<file path="config.mk">
export PLATFORM = sky130hd
export DESIGN_NAME = dtw_result_collector
export DESIGN_NICKNAME = d
export VERILOG_FILES = /design/src/rtl/dtw_result_collector.sv
export SDC_FILE = /design/constraint.sdc
export NUM_CORES = 1
export LEC_CHECK = 0
export ABC_CLOCK_PERIOD_IN_PS = 3000
export CELL_PAD_IN_SITES_DETAIL_PLACEMENT = 1
export CELL_PAD_IN_SITES_GLOBAL_PLACEMENT = 1
export CORE_ASPECT_RATIO = 0.7
export CORE_UTILIZATION = 37
export CTS_BUF_LIST = sky130_fd_sc_hd__clkbuf_4 sky130_fd_sc_hd__clkbuf_8
export DETAILED_ROUTE_END_ITERATION = 16
export PLACE_DENSITY = 0.86
export SYNTH_ARGS = -nofsm -noshare
export SYNTH_HDL_FRONTEND = slang
export SYNTH_SLANG_ARGS = --single-unit
export TNS_END_PERCENT = 10
</file>
<file path="constraint.sdc">
create_clock -name clk -period 3 [get_ports clk]
set_input_delay 0.6 -clock clk [delete_from_list [all_inputs] [get_ports clk]]
set_output_delay 0.6 -clock clk [all_outputs]
set_load 0.05 [all_outputs]
</file>
<file path="src/rtl/dtw_result_collector.sv">
// Collects 3-word DTW result records (qid, position, minval) from a FWFT FIFO
// and presents them on a valid/ready port, with hit flagging and best-hit tracking.
module dtw_result_collector #(
    parameter int dtw_dwidth = 16,
    parameter int axi_dwidth = 32
) (
    input  logic                  clk,
    input  logic                  rst,
    input  logic                  enable,
    input  logic [dtw_dwidth-1:0] threshold,
    input  logic                  clear_best,
    input  logic                  fifo_empty,
    input  logic [axi_dwidth-1:0] fifo_data,
    output logic                  fifo_rden,
    output logic                  res_valid,
    input  logic                  res_ready,
    output logic [axi_dwidth-1:0] res_qid,
    output logic [axi_dwidth-1:0] res_position,
    output logic [dtw_dwidth-1:0] res_minval,
    output logic                  res_hit,
    output logic [axi_dwidth-1:0] res_count,
    output logic                  best_valid,
    output logic [axi_dwidth-1:0] best_qid,
    output logic [dtw_dwidth-1:0] best_minval,
    output logic                  fmt_err,
    output logic [1:0]            fsm_state
);

    // Result handshake: a record transfers on any rising edge where
    // res_valid=1 and res_ready=1; while res_valid=1 all res_* fields hold.
    typedef enum logic [1:0] {
        IDLE    = 2'd0,
        COLLECT = 2'd1,
        PRESENT = 2'd2
    } state_t;

    state_t     state;
    logic [1:0] word_idx;
    logic       consume;
    logic       handshake;
    logic       take_best;

    assign consume   = (state == COLLECT) && !fifo_empty;
    assign handshake = (state == PRESENT) && res_valid && res_ready;
    // Clearing on the handshake edge still installs the departing record.
    assign take_best = handshake && (!best_valid || clear_best || (res_minval < best_minval));

    assign fifo_rden = consume;
    assign fsm_state = state;

    always_ff @(posedge clk) begin
        if (rst) begin
            state        <= IDLE;
            word_idx     <= 2'd0;
            res_valid    <= 1'b0;
            res_qid      <= '0;
            res_position <= '0;
            res_minval   <= '0;
            res_hit      <= 1'b0;
            res_count    <= '0;
            best_valid   <= 1'b0;
            best_qid     <= '0;
            best_minval  <= '0;
            fmt_err      <= 1'b0;
        end else begin
            case (state)
                IDLE: begin
                    if (enable) begin
                        state    <= COLLECT;
                        word_idx <= 2'd0;
                    end
                end
                COLLECT: begin
                    if (consume) begin
                        case (word_idx)
                            2'd0: begin
                                res_qid  <= fifo_data;
                                word_idx <= 2'd1;
                            end
                            2'd1: begin
                                res_position <= fifo_data;
                                word_idx     <= 2'd2;
                            end
                            2'd2: begin
                                res_minval <= fifo_data[dtw_dwidth-1:0];
                                res_hit    <= (fifo_data[dtw_dwidth-1:0] < threshold);
                                if (fifo_data[axi_dwidth-1:dtw_dwidth] != '0)
                                    fmt_err <= 1'b1;
                                word_idx  <= 2'd0;
                                res_valid <= 1'b1;
                                state     <= PRESENT;
                            end
                            default: word_idx <= 2'd0;
                        endcase
                    end
                end
                PRESENT: begin
                    if (handshake) begin
                        res_valid <= 1'b0;
                        res_count <= res_count + {{(axi_dwidth-1){1'b0}}, 1'b1};
                        word_idx  <= 2'd0;
                        state     <= enable ? COLLECT : IDLE;
                    end
                end
                default: state <= IDLE;
            endcase

            if (take_best) begin
                best_valid  <= 1'b1;
                best_qid    <= res_qid;
                best_minval <= res_minval;
            end else if (clear_best) begin
                best_valid <= 1'b0;
            end
        end
    end

endmodule

</file>
# Word-level counts from Yosys, hierarchy flattened
# Index checks and enable logic that the tools add are counted.
dict set report classes {
  mux 17
  n_reduce_logical 22
  n_eq_ne 8
  addsub 1
  n_lt_le_gt_ge 2
}
# cell n
set ops {}
lappend ops {{32-bit by 1-bit adder with 32-bit output, second input constant} 1}
lappend ops {{16-bit less-than comparator} 2}
lappend ops {{4-bit AND reduction} 4}
lappend ops {{16-bit nonzero test} 1}
lappend ops {{2-bit two-way mux} 7}
lappend ops {{2-bit one-hot mux with 3 select lines} 2}
lappend ops {{3-bit AND reduction} 3}
lappend ops {{1-bit two-way mux} 6}
lappend ops {{2-bit != test, second input constant} 3}
lappend ops {{2-bit by 1-bit == test with 1-bit output, second input constant} 2}
lappend ops {{2-bit == test, second input constant} 2}
lappend ops {{1-bit logical AND} 4}
lappend ops {{2-bit zero test} 2}
lappend ops {{2-bit one-hot mux with 2 select lines} 1}
lappend ops {{2-bit nonzero test} 2}
lappend ops {{3-bit nonzero test} 1}
lappend ops {{1-bit zero test} 2}
lappend ops {{1-bit logical OR} 2}
lappend ops {{2-bit by 1-bit != test with 1-bit output, second input constant} 1}
lappend ops {{1-bit one-hot mux with 2 select lines} 1}
lappend ops {{2-bit AND reduction} 1}
dict set report totals {
  reg_bits 168
  out_inout_bits 167
  word_cells 62
  input_bits 54
}

# Depth between registers and ports, before layout
dict set report logic_depth {
  ltp_word 5
  ltp_mapped 10
}

# Least setup slack after synthesis
# No wires, ideal clock.
dict set report synth_path {
  kind {reg2reg}
  start {register best_minval[11]}
  end {register best_qid[10]}
  t_arrival_ns 2.500
  stages_incl_launch_ff 10
  period_less_slack_ns 2.627
  slack_ns 0.373
  n_path_buf 3
  cell_sequence {dfxtp_1 -> inv_1 -> ha_1 -> and4_1 -> buf_2 -> or4b_4 -> buf_6 -> buf_6 -> and4_1 -> or3b_1}
}
dict set report synth_between {
  elab_chain_len 3
}
# element line
set synth_lines {}
lappend synth_lines {{start, declared} 24} ;# output logic [dtw_dwidth-1:0] best_minval,
lappend synth_lines {{start signal, assigned} 111} ;# best_minval <= res_minval;
lappend synth_lines {{16-bit less-than comparator} 46} ;# assign take_best = handshake && (!best_valid || clear_best || (res_minval < best_minval));
lappend synth_lines {{1-bit logical OR} 46}
lappend synth_lines {{1-bit logical AND} 46}
lappend synth_lines {{end signal, assigned} 110} ;# best_qid <= res_qid;
lappend synth_lines {{end, declared} 23} ;# output logic [axi_dwidth-1:0] best_qid,
# No other way between the ends.
# A chain may end at the register's enable or synchronous reset.

# Worst setup path after layout
dict set report layout_path {
  start {register best_minval[7]}
  end {register best_qid[9]}
}
# Same word-level chain as after synthesis.

==> summary.md <==
| Metric | Value |
|---|---|
| Switching share of total power | `28.7%` |
| Hold path endpoint | `res_position[20]` |
| Synth top area cells | `dfxtp_1 38%, a21oi_1 8.0%, nand2_1 7.6%` |
| CTS Buf Count | `17` |
| Synth Area per Inst | `7.95 um^2` |
| Sequential area share after synthesis | `37.8%` |
| FILL cells | `2865` |
| Final core occ | `50.1%` |
| Reg area | `between 3000 and 4000 um^2` |
| DPL Wire Length | `between 20000 and 25000 um` |
| Max IR drop VDD | `0.000268 V` |
| Power per cell area | `371 nW/um^2` |
| Cell taking the most area after synthesis | `dfxtp_1` |
| I/O pin total | `221` |
| CP Data Required Time | `3370 ps` |
| Initial Util | `37.6%` |
| Post-synthesis cell type count | `43` |
| CTS tree | `done` |
| Setup violators final | `0` |
| Fmax | `376 MHz` |
| Reg power frac | `52.1%` |
| PortBufs | `220` |
| CTS clk-pin slew, worst paths | `roughly 100 ps` |
| # rows | `47` |
| Setup Buffers After CTS | `0` |
| Hold_buf cts | `0` |
| Syn-to-layout area delta | `33.0%` |
| RSZ-0062 raised after global routing | `no` |
| Number of global-route vias before repair | `9291` |
| Post-synth top area share | `37.8%` |
| Fin crit share | `88.7%` |
| Layout cell share with drive strength beyond 1 | `6.11%` |
| First-pass GRT wire length | `~53000 um` |
| Fin crit period | `between 2000 and 3000 ps` |
| Routed length per placed instance | `20.9 um` |
| Hold Path Origin | `res_position[20]` |
| Dominant register cell in the synthesized netlist | `dfxtp_1` |
| Nets | `1381` |
| R2R cell count | `6` |
| Clock Latency Late Sink | `500 ps` |
| Crit-path max FO | `48` |
| Routed WL | `~34000 um` |
| Die W | `187 um` |
| Worst Setup End Kind | `register` |
| Post-Syn Nets | `1205` |
| Final setup TNS | `0 ps` |
| Number of synthesized flops with an enable pin | `0` |
| DIE AREA | `24700 um^2` |
| Largest net degree at the start of global routing | `between 50 and 60` |
| Synth warn | `0` |
| Die extent in y | `roughly 130 um` |
| Static Leak | `4.41 nW` |
| First drt pass iteration count | `11` |
| RR Startpoint | `best_minval[7]` |
| Failing checks | `design-rule violations` |
| Async SR Flop Fraction | `0%` |
| FF-to-FF setup slack | `340 ps` |
| Worst R2R End | `best_qid[9]` |
| CTS sink count | `168` |
| Internal cell power | `3.13 mW` |
| Total grt overflow | `0` |
| Worst Setup Start Kind | `register` |
| Vias/cell | `5.64` |
| GRT Util Overall | `27.4%` |
| Combinational power share | `a little over a tenth` |
| Post-cts resize count | `0` |
| Worst Tran Pin Value | `806 ps` |
| Status | `complete, but fails checks` |
| Clock root buffer | `clkbuf_8` |
| Final Hold Fails | `0` |
| Crit path DAT | `approximately 3000 ps` |
| Post-Syn Area | `8900 um^2` |
| Post-route ant nets | `0` |
| P_sw | `1.26 mW` |
| Initial antenna violation count | `0` |
| Final Skew | `between 15 and 20 ps` |
| Drt initial violations | `783` |
| Core area | `23600 um^2` |
| Min-Delay Path Class | `register to register` |
| Max Root-Sink Buffers | `2` |
| ANT cells | `0` |
| Normalized max-slew margin | `between 40% and 50%` |
| Clock network power share | `37.1%` |
| Max Cap Viol | `0` |
| Post-Synthesis Cells | `1120` |
| DRC | `2` |
| Max-slew violations | `0` |
| Crit Path Category | `register to register` |
| Via count | `9181` |
| H-tree depth | `4` |
| #FFs+latches synth | `about 170` |
| GPL Wtd Cong | `~0.84` |
| Area of the multi-input gates | `4980 um^2` |
| Worst Hold Path Cells | `2` |
## state kept, by name, indices dropped and copies added (netlist names)
register      flops
best_qid         32
res_count        32
res_position     32
res_qid          32
best_minval      16
res_minval       16
fsm_state         2
word_idx          2
best_valid        1
fmt_err           1
res_hit           1
res_valid         1
## area by class of cell
class                   instances  area share [%]
multi-input cells             815            42.1
well taps                     318            3.36
clock inverters                13            1.04
inverters                      38            1.21
clock buffers                  19            2.16
flip-flops and latches        168            28.4
repair buffers                256            21.7
## through the flow
stage	setup WS [ps]	cells	power [mW]	hold WS, ps	instance area (um^2)
after floorplan	373	1120	2.57	529	8900
after global placement	320	1595	2.79	442	11500
after detailed placement	250	1595	2.80	451	11500
after CTS	353	1627	4.41	466	11800
after global routing	217	1627	4.52	481	11800
final	340	1627	4.39	459	11800
## power groups by stage
stage,Combinational (mW),Clock (mW),Sequential [mW]
global placement,0.455,0,2.34
CTS,0.470,1.66,2.28
floorplan,0.154,0,2.41
global route,0.499,1.73,2.29
detailed placement,0.465,0,2.34
finish,0.472,1.63,2.29
## layer usage
metal  vias to the layer above  wire length [um]  track usage, %
li1                       4277                 -               -
met1                      4545             16000            38.8
met2                       311             14900            41.4
met3                        48              2250            5.91
met4                         0               782            8.79
met5                         -                 0               0
## worst max-delay path, stage by stage, from the launching register on
cell and delay (ps):
dfxtp_1 450, inv_1 90, ha_1 330, nand4_1 200, or4b_4 800, and4_1 280, or3b_1 360
## cell usage after synthesis, types with 3 or more instances
cell        n
xnor2_1    22
nor2b_1    50
nor3_1     61
o21ai_0     9
dfxtp_1   168
a21oi_1   143
o211ai_1    3
a32oi_1    48
nand4_1    11
nand2_1   181
a211oi_1    4
nand3_1     9
and4_1     49
buf_2      25
nor2_1     46
or3b_1     47
clkbuf_1   66
xor2_1      6
ha_1       31
buf_6       4
and3_1      4
nand2b_1   52
nor4_1     12
or3_1       7
inv_1      38
## worst max-delay path by stage
stage                    start              end  slack (ps)  cells after the start
3_5_place_dp         res_ready  best_minval[14]         250                      7
4_1_cts         best_minval[7]     best_qid[15]         350                      6
2_1_floorplan  best_minval[11]     best_qid[10]         370                      9
5_1_grt        best_minval[11]     best_qid[15]         220                      8
3_3_place_gp         res_ready   best_minval[3]         320                      7
6_report        best_minval[7]      best_qid[9]         340                      6
## cells by family (layout without fill, tap and decap cells)
family / Yosys count / count (layout) / synth area share (%)
AOI/OAI and AO/OA: 217 / 217 / 14.9
xor gates and xnor gates: 28 / 28 / 2.76
adders and majority gates: 31 / 31 / 4.36
buffers and inverters: 137 / 326 / 6.55
DFF: 168 / 168 / 37.8
muxes: 1 / 1 / 0.112
and+or+nand+nor: 538 / 538 / 33.5
## placed cells by master, fill, tap and decap left out, types with 38 or more instances in the layout
cell type        count
clkdlybuf4s50_1    218
nand2_1            181
dfxtp_1            168
a21oi_1            143
nor3_1              61
nand2b_1            52
nor2b_1             50
and4_1              49
a32oi_1             48
or3b_1              47
nor2_1              46
inv_1               38
Power figures use the tool's default switching activity.
